==> src/rtl/tsb_pkg.sv <==
// Shared definitions for the tri-state bus arbiter: FSM state encoding and
// a constant-evaluable ceiling-log2 helper used to size counters and indices.
package tsb_pkg;

    typedef enum logic [1:0] {
        ST_IDLE = 2'd0,
        ST_TURN = 2'd1,
        ST_OWN  = 2'd2
    } state_t;

    // Ceiling log2; returns 0 for v <= 1.
    function automatic int unsigned clog2(input int unsigned v);
        int unsigned r;
        r = 0;
        for (int unsigned i = 0; i < 32; i++) begin
            if ((64'd1 << i) < 64'(v)) begin
                r = i + 1;
            end
        end
        return r;
    endfunction

    // Width able to hold the value v, never less than one bit.
    function automatic int unsigned width_for(input int unsigned v);
        int unsigned w;
        w = clog2(v + 1);
        return (w == 0) ? 1 : w;
    endfunction

endpackage

==> src/rtl/rr_pick.sv <==
// Round-robin picker: finds the first set request bit at or after ptr,
// wrapping modulo N.
//   req    : request vector
//   ptr    : search start index
//   any    : at least one request set
//   index  : index of the winning request (0 when none)
//   onehot : one-hot of the winning request (0 when none)
module rr_pick
    import tsb_pkg::*;
#(
    parameter int unsigned N  = 4,
    parameter int unsigned IW = clog2(N)
) (
    input  logic [N-1:0]  req,
    input  logic [IW-1:0] ptr,
    output logic          any,
    output logic [IW-1:0] index,
    output logic [N-1:0]  onehot
);

    // Walk N positions starting at ptr; the first hit wins.
    always_comb begin
        int          j;
        logic [IW-1:0] jj;
        any    = 1'b0;
        index  = '0;
        onehot = '0;
        j      = 0;
        jj     = '0;
        for (int i = 0; i < int'(N); i++) begin
            j = int'(ptr) + i;
            if (j >= int'(N)) begin
                j = j - int'(N);
            end
            jj = IW'(j);
            if (!any && req[jj]) begin
                any        = 1'b1;
                index      = jj;
                onehot[jj] = 1'b1;
            end
        end
    end

endmodule

==> src/rtl/tristate_bus_arbiter.sv <==
// Round-robin owner selection for a shared tri-state bus. Drives one
// output enable at a time and inserts an all-off turnaround gap before each
// new owner drives. An owner holding the bus past MAX_HOLD cycles is
// preempted when somebody else is waiting (MAX_HOLD = 0 disables this).
//   clk, rst : clock, asynchronous active-high reset
//   req      : per-requester level request
//   done     : per-requester release pulse (owner only, in OWN)
//   grant    : one-hot current owner (TURN and OWN)
//   oe       : one-hot tri-state enable (OWN only)
//   owner    : index of the granted requester, 0 when none
//   bus_idle : high while no requester is selected
module tristate_bus_arbiter
    import tsb_pkg::*;
#(
    parameter int unsigned N        = 4,
    parameter int unsigned TURN_CYC = 1,
    parameter int unsigned MAX_HOLD = 0
) (
    input  logic                clk,
    input  logic                rst,
    input  logic [N-1:0]        req,
    input  logic [N-1:0]        done,
    output logic [N-1:0]        grant,
    output logic [N-1:0]        oe,
    output logic [clog2(N)-1:0] owner,
    output logic                bus_idle
);

    localparam int unsigned OW = clog2(N);
    localparam int unsigned TW = width_for(TURN_CYC - 1);
    localparam int unsigned HW = width_for(MAX_HOLD);

    localparam logic [TW-1:0] TURN_LAST  = TW'(TURN_CYC - 1);
    localparam logic [HW-1:0] HOLD_LIMIT = HW'(MAX_HOLD);
    localparam logic [OW-1:0] OWNER_LAST = OW'(N - 1);
    localparam bit            PREEMPT    = (MAX_HOLD != 0);

    state_t        state_q, state_d;
    logic [OW-1:0] ptr_q, ptr_d;
    logic [TW-1:0] turn_q, turn_d;
    logic [HW-1:0] hold_q, hold_d;
    logic [N-1:0]  grant_q, grant_d;
    logic [N-1:0]  oe_q, oe_d;
    logic [OW-1:0] owner_q, owner_d;
    logic          bus_idle_q, bus_idle_d;

    logic          pick_any_c;
    logic [OW-1:0] pick_index_c;
    logic [N-1:0]  pick_onehot_c;
    logic [OW-1:0] next_ptr_c;
    logic          others_c;
    logic          release_c;

    // Winner search for the IDLE state.
    rr_pick #(
        .N  (N),
        .IW (OW)
    ) u_rr_pick (
        .req    (req),
        .ptr    (ptr_q),
        .any    (pick_any_c),
        .index  (pick_index_c),
        .onehot (pick_onehot_c)
    );

    // Pointer after the current owner leaves, wrapping at N-1.
    assign next_ptr_c = (owner_q == OWNER_LAST) ? '0 : OW'(owner_q + OW'(1));

    // Someone other than the owner is waiting.
    assign others_c = |(req & ~grant_q);

    // Any of the release causes collapses into a single release.
    assign release_c = done[owner_q] | ~req[owner_q] |
                       (PREEMPT && (hold_q == HOLD_LIMIT) && others_c);

    // Next-state and next-output logic.
    always_comb begin
        state_d    = state_q;
        ptr_d      = ptr_q;
        turn_d     = turn_q;
        hold_d     = hold_q;
        grant_d    = grant_q;
        oe_d       = oe_q;
        owner_d    = owner_q;
        bus_idle_d = bus_idle_q;

        unique case (state_q)
            ST_IDLE: begin
                if (pick_any_c) begin
                    state_d    = ST_TURN;
                    grant_d    = pick_onehot_c;
                    owner_d    = pick_index_c;
                    turn_d     = '0;
                    hold_d     = '0;
                    bus_idle_d = 1'b0;
                end
            end

            ST_TURN: begin
                // A request withdrawn before driving aborts without ever enabling.
                if (!req[owner_q]) begin
                    state_d    = ST_IDLE;
                    grant_d    = '0;
                    oe_d       = '0;
                    owner_d    = '0;
                    ptr_d      = next_ptr_c;
                    turn_d     = '0;
                    hold_d     = '0;
                    bus_idle_d = 1'b1;
                end else if (turn_q == TURN_LAST) begin
                    state_d = ST_OWN;
                    oe_d    = grant_q;
                    // Hold count equals the number of OWN cycles seen so far.
                    hold_d  = PREEMPT ? HW'(1) : '0;
                end else begin
                    turn_d = TW'(turn_q + TW'(1));
                end
            end

            ST_OWN: begin
                if (release_c) begin
                    state_d    = ST_IDLE;
                    grant_d    = '0;
                    oe_d       = '0;
                    owner_d    = '0;
                    ptr_d      = next_ptr_c;
                    turn_d     = '0;
                    hold_d     = '0;
                    bus_idle_d = 1'b1;
                end else if (hold_q != HOLD_LIMIT) begin
                    hold_d = HW'(hold_q + HW'(1));
                end
            end

            default: begin
                state_d    = ST_IDLE;
                grant_d    = '0;
                oe_d       = '0;
                owner_d    = '0;
                ptr_d      = '0;
                turn_d     = '0;
                hold_d     = '0;
                bus_idle_d = 1'b1;
            end
        endcase
    end

    // State and output registers; reset drops every enable at once.
    always_ff @(posedge clk or posedge rst) begin
        if (rst) begin
            state_q    <= ST_IDLE;
            ptr_q      <= '0;
            turn_q     <= '0;
            hold_q     <= '0;
            grant_q    <= '0;
            oe_q       <= '0;
            owner_q    <= '0;
            bus_idle_q <= 1'b1;
        end else begin
            state_q    <= state_d;
            ptr_q      <= ptr_d;
            turn_q     <= turn_d;
            hold_q     <= hold_d;
            grant_q    <= grant_d;
            oe_q       <= oe_d;
            owner_q    <= owner_d;
            bus_idle_q <= bus_idle_d;
        end
    end

    assign grant    = grant_q;
    assign oe       = oe_q;
    assign owner    = owner_q;
    assign bus_idle = bus_idle_q;

endmodule

==> config.mk <==
export PLATFORM = sky130hd
export DESIGN_NAME = tristate_bus_arbiter
export DESIGN_NICKNAME = d
export VERILOG_FILES = /design/src/rtl/tsb_pkg.sv /design/src/rtl/rr_pick.sv /design/src/rtl/tristate_bus_arbiter.sv
export SDC_FILE = /design/constraint.sdc
export NUM_CORES = 1
export LEC_CHECK = 0
export CAP_MARGIN = 15
export CORE_MARGIN = 3
export CORE_UTILIZATION = 45
export CTS_CLUSTER_DIAMETER = 40
export DETAILED_ROUTE_END_ITERATION = 6
export GPL_TIMING_DRIVEN = 0
export PLACE_DENSITY = 0.7
export SLEW_MARGIN = 5
export SYNTH_ARGS = -nofsm -noshare
export SYNTH_HDL_FRONTEND = slang
export SYNTH_SLANG_ARGS = --single-unit
==> constraint.sdc <==
create_clock -name clk -period 4.12 [get_ports clk]
set_clock_uncertainty 0.05 [all_clocks]
set_input_delay 0.824 -clock clk [delete_from_list [all_inputs] [get_ports clk]]
set_output_delay 0.824 -clock clk [all_outputs]
set_load 0.02 [all_outputs]
==> out/metrics.csv, run 1 <==
stage;metric;value;unit
run_status;status;complete, no violations;
cts;clk_lat worst skew;290;ps
setup_path;flop-to-flop setup slack;890;ps
logic_synthesis;#FFs+latches synth;15;
logic_synthesis;Ys Warns;0;
layout;Antenna diodes;0;
global_route;number of global-route vias before repair;955;
setup_path;startpoint types;flip-flop;
timing;fin crit period;3227;ps
timing;Tcrit/Tclk final;78.33;%
setup_path;Largest delay share family, worst path;multiplexers;
power_and_ir_drop;power share of the combinational group;65.8;%
logic_synthesis;synthesized area;0.001232;mm^2
global_route;GRT overflow;0;
logic_synthesis;Top FF cell, synth;dfrtp_1;
layout;Util after Layout;58.46;%
drt;via/cell ratio;5.894;
floorplan;Die Height;58.33;um
timing;Fmax;309.9;MHz
drt;DRC viols;0;
power_and_ir_drop;power per cell area;653.9;mW/mm^2
power_and_ir_drop;sw frac;44.65;%
logic_synthesis;count of different cell masters after synthesis;39;
setup_path;slowest stage delay, CP;620;ps
cts;H-tree lvl count;1;
floorplan;I/O pin count;21;
setup_path;Worst Setup End Kind;flip-flop;
setup_path;Crit-path slowest cell;mux4_2;
layout;Reg area;376.6;um^2
power_and_ir_drop;NetSw;434.3;uW
floorplan;die width;58.33;um
logic_synthesis;Post-synth EDFFs;0;
flow_run;max-cap check violation count;0;
setup_path;Setup Crit Path Kind;reg -> reg;
layout;nets@finish;163;
power_and_ir_drop;Int Power;538.5;uW
floorplan;die area;0.003402;mm^2
layout;area of the multi-input gates;774.5;um^2
timing;RSZ-0062 raised after global routing;false;
timing;final hold violation count;0;
floorplan;row count;18;
drt;wire per inst;14.82;um
floorplan;placeable core area;0.002545;mm^2
logic_synthesis;Synth Instances;117;
timing;setup TNS;0;ps
cts;Max Buffers Root-to-Sink;2;
cts;Num CTS Buffers;3;
timing;final setup fails;0;
logic_synthesis;part of the Yosys area used for sequential elements;30.56;%
cts;hold buffers post-CTS;0;
drt;Post-DRT Antenna Nets;0;
timing;Least-Margin Pin Slew;555.5;ps
timing;final hold slack;493.9;ps
cts;CTS sink cnt;15;
drt;DRT iter0 DRCs;17;
timing;max_slew headroom;62.93;%
global_route;GR Util All Layers;15.64;%
setup_path;WP buf/inv;4;
drt;total iterations of the first detailed-routing run;4;
global_route;initial antenna violation count;0;
floorplan;Initial Util;48.43;%
drt;DR vias;1002;
setup_path;CP arrival;3360;ps
global_route;first-pass GRT wire length;4.105;mm
global_route;pin count of the biggest net entering global routing;16;
power_and_ir_drop;register share of total power;25.4;%
logic_synthesis;Mapped Avg Cell Area;10.53;um^2
logic_synthesis;post-synth net total;139;
setup_path;crit-path cells;buf_2, inv_1, ha_1, buf_2, mux4_2, nor3_1, a32o_2, or2_1, buf_6, mux2_4;
cts;post-CTS setup buffers;0;
cts;post-CTS sizing;0;
worst_hold_path;Worst Hold Class;reg -> reg;
layout;most common cell after layout, fill and taps aside;clkdlybuf4s50_1;
setup_path;CP required;4250;ps
layout;commonest non-fill, non-tap cells in the layout;clkdlybuf4s50_1 (19), dfrtp_1 (14), ha_1 (12);
power_and_ir_drop;worst vdd ir;0.3999;mV
timing;count of pins over their slew limit;0;
placed_design;dpl hpwl;1.960;mm
setup_path;crit-path max FO;9;
cts;TritonCTS clock tree;yes;
power_and_ir_drop;Leak;0.0006514;uW
cts;Clk pin slew, worst setup/hold paths;90;ps
placed_design;RePlAce Congestion;0.7969;
layout;Area Overhead vs Synth;20.71;%
setup_path;cell mode on critical path;buf_2;
placed_design;IO buf count;19;
logic_synthesis;ys async rst share;100.0;%
layout;share of cells above drive strength 1;14.29;%
power_and_ir_drop;Clk pwr share;8.8;%
layout;FILL cells;211;
cts;clock root buffer;clkbuf_4;
drt;Post-Route WL;2.520;mm
[power groups by stage]
stage | clock (uW) | sequential (uW) | combinational [uW]
after floorplan | 0 | 276 | 443
after global placement | 0 | 246 | 627
after detailed placement | 0 | 249 | 643
after CTS | 88.9 | 247 | 647
after global routing | 93.0 | 254 | 708
final | 85.9 | 247 | 640
[path summary, 6_finish.rpt]
kind	cells past startpoint	startpoint	endpoint
setup / recovery	10	ptr_q[0]$_DFFE_PP0P_	owner[1]$_DFFE_PP0P_
hold / removal	1	bus_idle$_DFFE_PP1P_	bus_idle$_DFFE_PP1P_
setup reg to reg	10	ptr_q[0]$_DFFE_PP0P_	owner[1]$_DFFE_PP0P_
hold reg to reg	1	bus_idle$_DFFE_PP1P_	bus_idle$_DFFE_PP1P_
max in group asynchronous	2	rst	bus_idle$_DFFE_PP1P_
min in group asynchronous	2	rst	oe[0]$_DFFE_PP0P_
[cell usage after synthesis, drive strengths merged, types with 2 or more instances]
cell      n  area [um^2]
nor2b    10        70.06
inv      11        41.29
mux4      6        150.1
a22o      5        46.30
clkbuf    2        7.510
nand3     5        25.02
ha       12        150.1
a221oi    4        35.03
o2bb2ai   4        35.03
mux2      2        26.27
mux2i     3        30.03
buf       4        32.53
a21oi     2        13.76
a32o      2        21.27
nor2      4        15.01
dfrtp    14        350.3
nand2     6        22.52
o21ai     7        35.03
[sequential cells by signal (all words and copies together), names as in the netlist]
| signal | count |
|---|---|
| bus_idle | 1 |
| ptr_q | 2 |
| grant | 4 |
| state_q | 2 |
| owner | 2 |
| oe | 4 |
[cell families (layout without fill, tap and decap cells)]
family | after synthesis | count (layout) | synth area share [%]
buf+inv | 17 | 40 | 6.599
fa+ha+maj | 12 | 12 | 12.18
mux | 11 | 11 | 16.75
compound gates | 31 | 31 | 19.59
simple gates | 31 | 31 | 14.31
flops | 15 | 15 | 30.56
[routing by layer]
metal | vias to the layer above | wire, um | global-route usage (%)
met4 | 0 | 34 | 4.967
met3 | 5 | 107 | 3.289
met2 | 29 | 1281 | 29.35
met1 | 482 | 1097 | 17.39
met5 | - | 0 | 0
li1 | 486 | - | -
[metrics by stage]
step                cell area [um^2]  power [uW]  setup slack (ps)  std cells
floorplan                       1232       718.5              1270        117
global placement                1460       872.5             909.6        166
detailed placement              1460       891.9             888.5        166
CTS                             1488       982.3             891.5        170
global route                    1488        1056             740.9        170
finish                          1488       972.9             892.9        170
[worst reg2reg max path: cells and delay by family, from the launching register on]
family	cells	cell delay, ps
AO/OA/AOI/OAI	1	260
adder cells (fa/ha/maj)	1	320
buffers and inverters	4	740
flip-flops	1	440
multiplexers	2	910
AND/OR/NAND/NOR	2	400
[area by class of cell]
type / count / share of cell area, %
timing repair buffer: 19 / 12.78
multi-input combinational: 85 / 52.06
clock inverter: 1 / 0.3364
sequential: 15 / 25.32
buffer: 6 / 2.691
tap: 30 / 2.523
inverter: 11 / 2.775
clock buffer: 3 / 1.514
Power figures use the tool's default switching activity.
==> run 2, diff against run 1 <==
- clock period: 4.12 -> 3.3 ns (I/O delays scaled with it)
==> run 2 against run 1 <==
Sequential power rose by 25%. First-iteration DRC count is 18% higher. Cell area grew 1.2%. Critical path type unchanged. Largest cell class unchanged.
==> out/metrics.csv, run 2 (same netlist as run 1, synthesis figures left out) <==
stage;metric;value;unit
global_route;Global Route met3 Usage;3.289;%
floorplan;die width;58.33;um
drt;DRC viols;0;
timing;fin crit period;3119;ps
drt;wire per inst;14.78;um
drt;DR vias;1003;
power_and_ir_drop;Leak;0.0006613;uW
placed_design;Post-Place Cell Area;0.001460;mm^2
setup_path;Crit. Startpoint;ptr_q[0]$_DFFE_PP0P_;
timing;final hold violation count;0;
floorplan;I/O pin count;21;
power_and_ir_drop;Int Power;694.3;uW
global_route;M2 GR Usage;29.35;%
power_and_ir_drop;NetSw;546.2;uW
setup_path;Reg2Reg Depth;10;
layout;Antenna diodes;0;
timing;setup TNS;0;ps
cts;Max Buffers Root-to-Sink;2;
setup_path;Critical R2R Launch;ptr_q[0]$_DFFE_PP0P_;
worst_hold_path;WHS Path Cells;1;
layout;area of the multi-input gates;774.5;um^2
timing;final setup fails;0;
timing;Least-Margin Pin Slew;555.5;ps
flow_run;max-cap check violation count;0;
setup_path;CP required;3430;ps
cts;hold buffers post-CTS;0;
drt;total iterations of the first detailed-routing run;4;
layout;FILL cells;208;
floorplan;Die Height;58.33;um
setup_path;flop-to-flop setup slack;180;ps
cts;clk_lat worst skew;290;ps
global_route;first-pass GRT wire length;4.105;mm
layout;Reg area;376.6;um^2
placed_design;IO buf count;19;
worst_hold_path;Worst Hold Class;reg -> reg;
global_route;Top Usage Layer GRT;met2;
setup_path;startpoint types;flip-flop;
floorplan;die area;0.003402;mm^2
setup_path;Setup Crit Path Kind;reg -> reg;
drt;via/cell ratio;5.831;
setup_path;endpoint of the worst register-to-register path;owner[1]$_DFFE_PP0P_;
power_and_ir_drop;register share of total power;24.8;%
global_route;number of global-route vias before repair;955;
placed_design;RePlAce Congestion;0.7969;
layout;nets@finish;165;
global_route;GR Util All Layers;15.64;%
drt;Post-Route WL;2.542;mm
power_and_ir_drop;power share of the combinational group;66.6;%
setup_path;crit-path max FO;8;
run_status;status;complete, no violations;
timing;final hold slack;493.6;ps
global_route;GRT met1 Usage;17.39;%
floorplan;row count;18;
floorplan;Initial Util;48.43;%
drt;DRT iter0 DRCs;20;
floorplan;placeable core area;0.002545;mm^2
cts;Clk pin slew, worst setup/hold paths;90;ps
timing;count of pins over their slew limit;0;
timing;max_slew headroom;62.93;%
timing;Tcrit/Tclk final;94.51;%
power_and_ir_drop;sw frac;44.03;%
cts;Num CTS Buffers;3;
global_route;initial antenna violation count;0;
cts;H-tree lvl count;1;
timing;setup slack after layout;181.2;ps
drt;Post-DRT Antenna Nets;0;
timing;RSZ-0062 raised after global routing;false;
timing;Fmax;320.6;MHz
global_route;pin count of the biggest net entering global routing;16;
layout;Area Overhead vs Synth;22.13;%
power_and_ir_drop;power per cell area;824.1;mW/mm^2
layout;design area;0.001505;mm^2
layout;share of cells above drive strength 1;15.49;%
placed_design;dpl hpwl;1.960;mm
power_and_ir_drop;Clk pwr share;8.6;%
setup_path;CP Capture Point;owner[1]$_DFFE_PP0P_;
layout;most common cell after layout, fill and taps aside;clkdlybuf4s50_1;
cts;clock root buffer;clkbuf_4;
power_and_ir_drop;worst vdd ir;0.4992;mV
placed_design;dpl ws;102.0;ps
setup_path;Worst Setup End Kind;flip-flop;
cts;TritonCTS clock tree;yes;
layout;commonest non-fill, non-tap cells in the layout;clkdlybuf4s50_1 (19), dfrtp_1 (14), ha_1 (12);
global_route;GRT overflow;0;
power_and_ir_drop;Final Power;1240;uW
setup_path;CP arrival;3250;ps
cts;CTS sink cnt;15;
[run 2: cell count changes in the layout (fill, tap and decap cells not counted), sizes merged]
cell	previous run	this run
buf	4	5
clkbuf	5	6
[run 2: final cells by class]
class | instances | share of cell area (%)
Sequential cell | 15 | 25.02
Clock buffer | 3 | 1.496
Tap cell | 30 | 2.494
Buffer | 6 | 2.826
Clock inverter | 1 | 0.3325
Multi-Input combinational cell | 85 | 51.45
Inverter | 11 | 2.743
Timing Repair Buffer | 21 | 13.63
[run 2: worst max-delay path, cell delays in order (launching register included)]
cell      delay (ps)
dfrtp_1          440
clkbuf_4         240
inv_1            160
ha_1             320
buf_2            180
mux4_2           570
nor3_1           250
a32o_2           250
or2_1            130
buf_6            130
mux2_4           290
[run 2: per-stage QoR]
| step | util, % | instances |
|---|---|---|
| floorplan | - | 117 |
| global placement | 57.37 | 166 |
| detailed placement | 57.37 | 166 |
| CTS | 58.46 | 170 |
| global route | 59.14 | 172 |
| finish | 59.14 | 172 |
[run 2: worst min path at each step]
stage | start | end | slack [ps]
floorplan | state_q[0]$_DFFE_PP0P_ | state_q[0]$_DFFE_PP0P_ | 480
global route | bus_idle$_DFFE_PP1P_ | bus_idle$_DFFE_PP1P_ | 520
finish | bus_idle$_DFFE_PP1P_ | bus_idle$_DFFE_PP1P_ | 490
detailed placement | grant[1]$_DFFE_PP0P_ | grant[1]$_DFFE_PP0P_ | 480
global placement | grant[3]$_DFFE_PP0P_ | oe[3]$_DFFE_PP0P_ | 470
CTS | bus_idle$_DFFE_PP1P_ | bus_idle$_DFFE_PP1P_ | 490
[run 2: repair_timing]
item / CTS / global route
buffers inserted: 0 / 2
gates resized for setup: 0 / 1
setup endpoints to repair: 0 / 3
[run 2: routing by layer]
layer	routed length, um	share of wire, %	up-vias
met5	0	0	-
met4	34	1.3	0
met3	117	4.6	5
met2	1296	51	29
met1	1094	43	481
li1	-	-	488
[run 2: power groups by stage]
stage          registers (uW)  clock network, uW  logic [uW]
6_report                  308                106         826
5_1_grt                   318                116         913
4_1_cts                   308                111         807
3_5_place_dp              311                  0         803
3_3_place_gp              307                  0         782
2_1_floorplan             345                  0         553
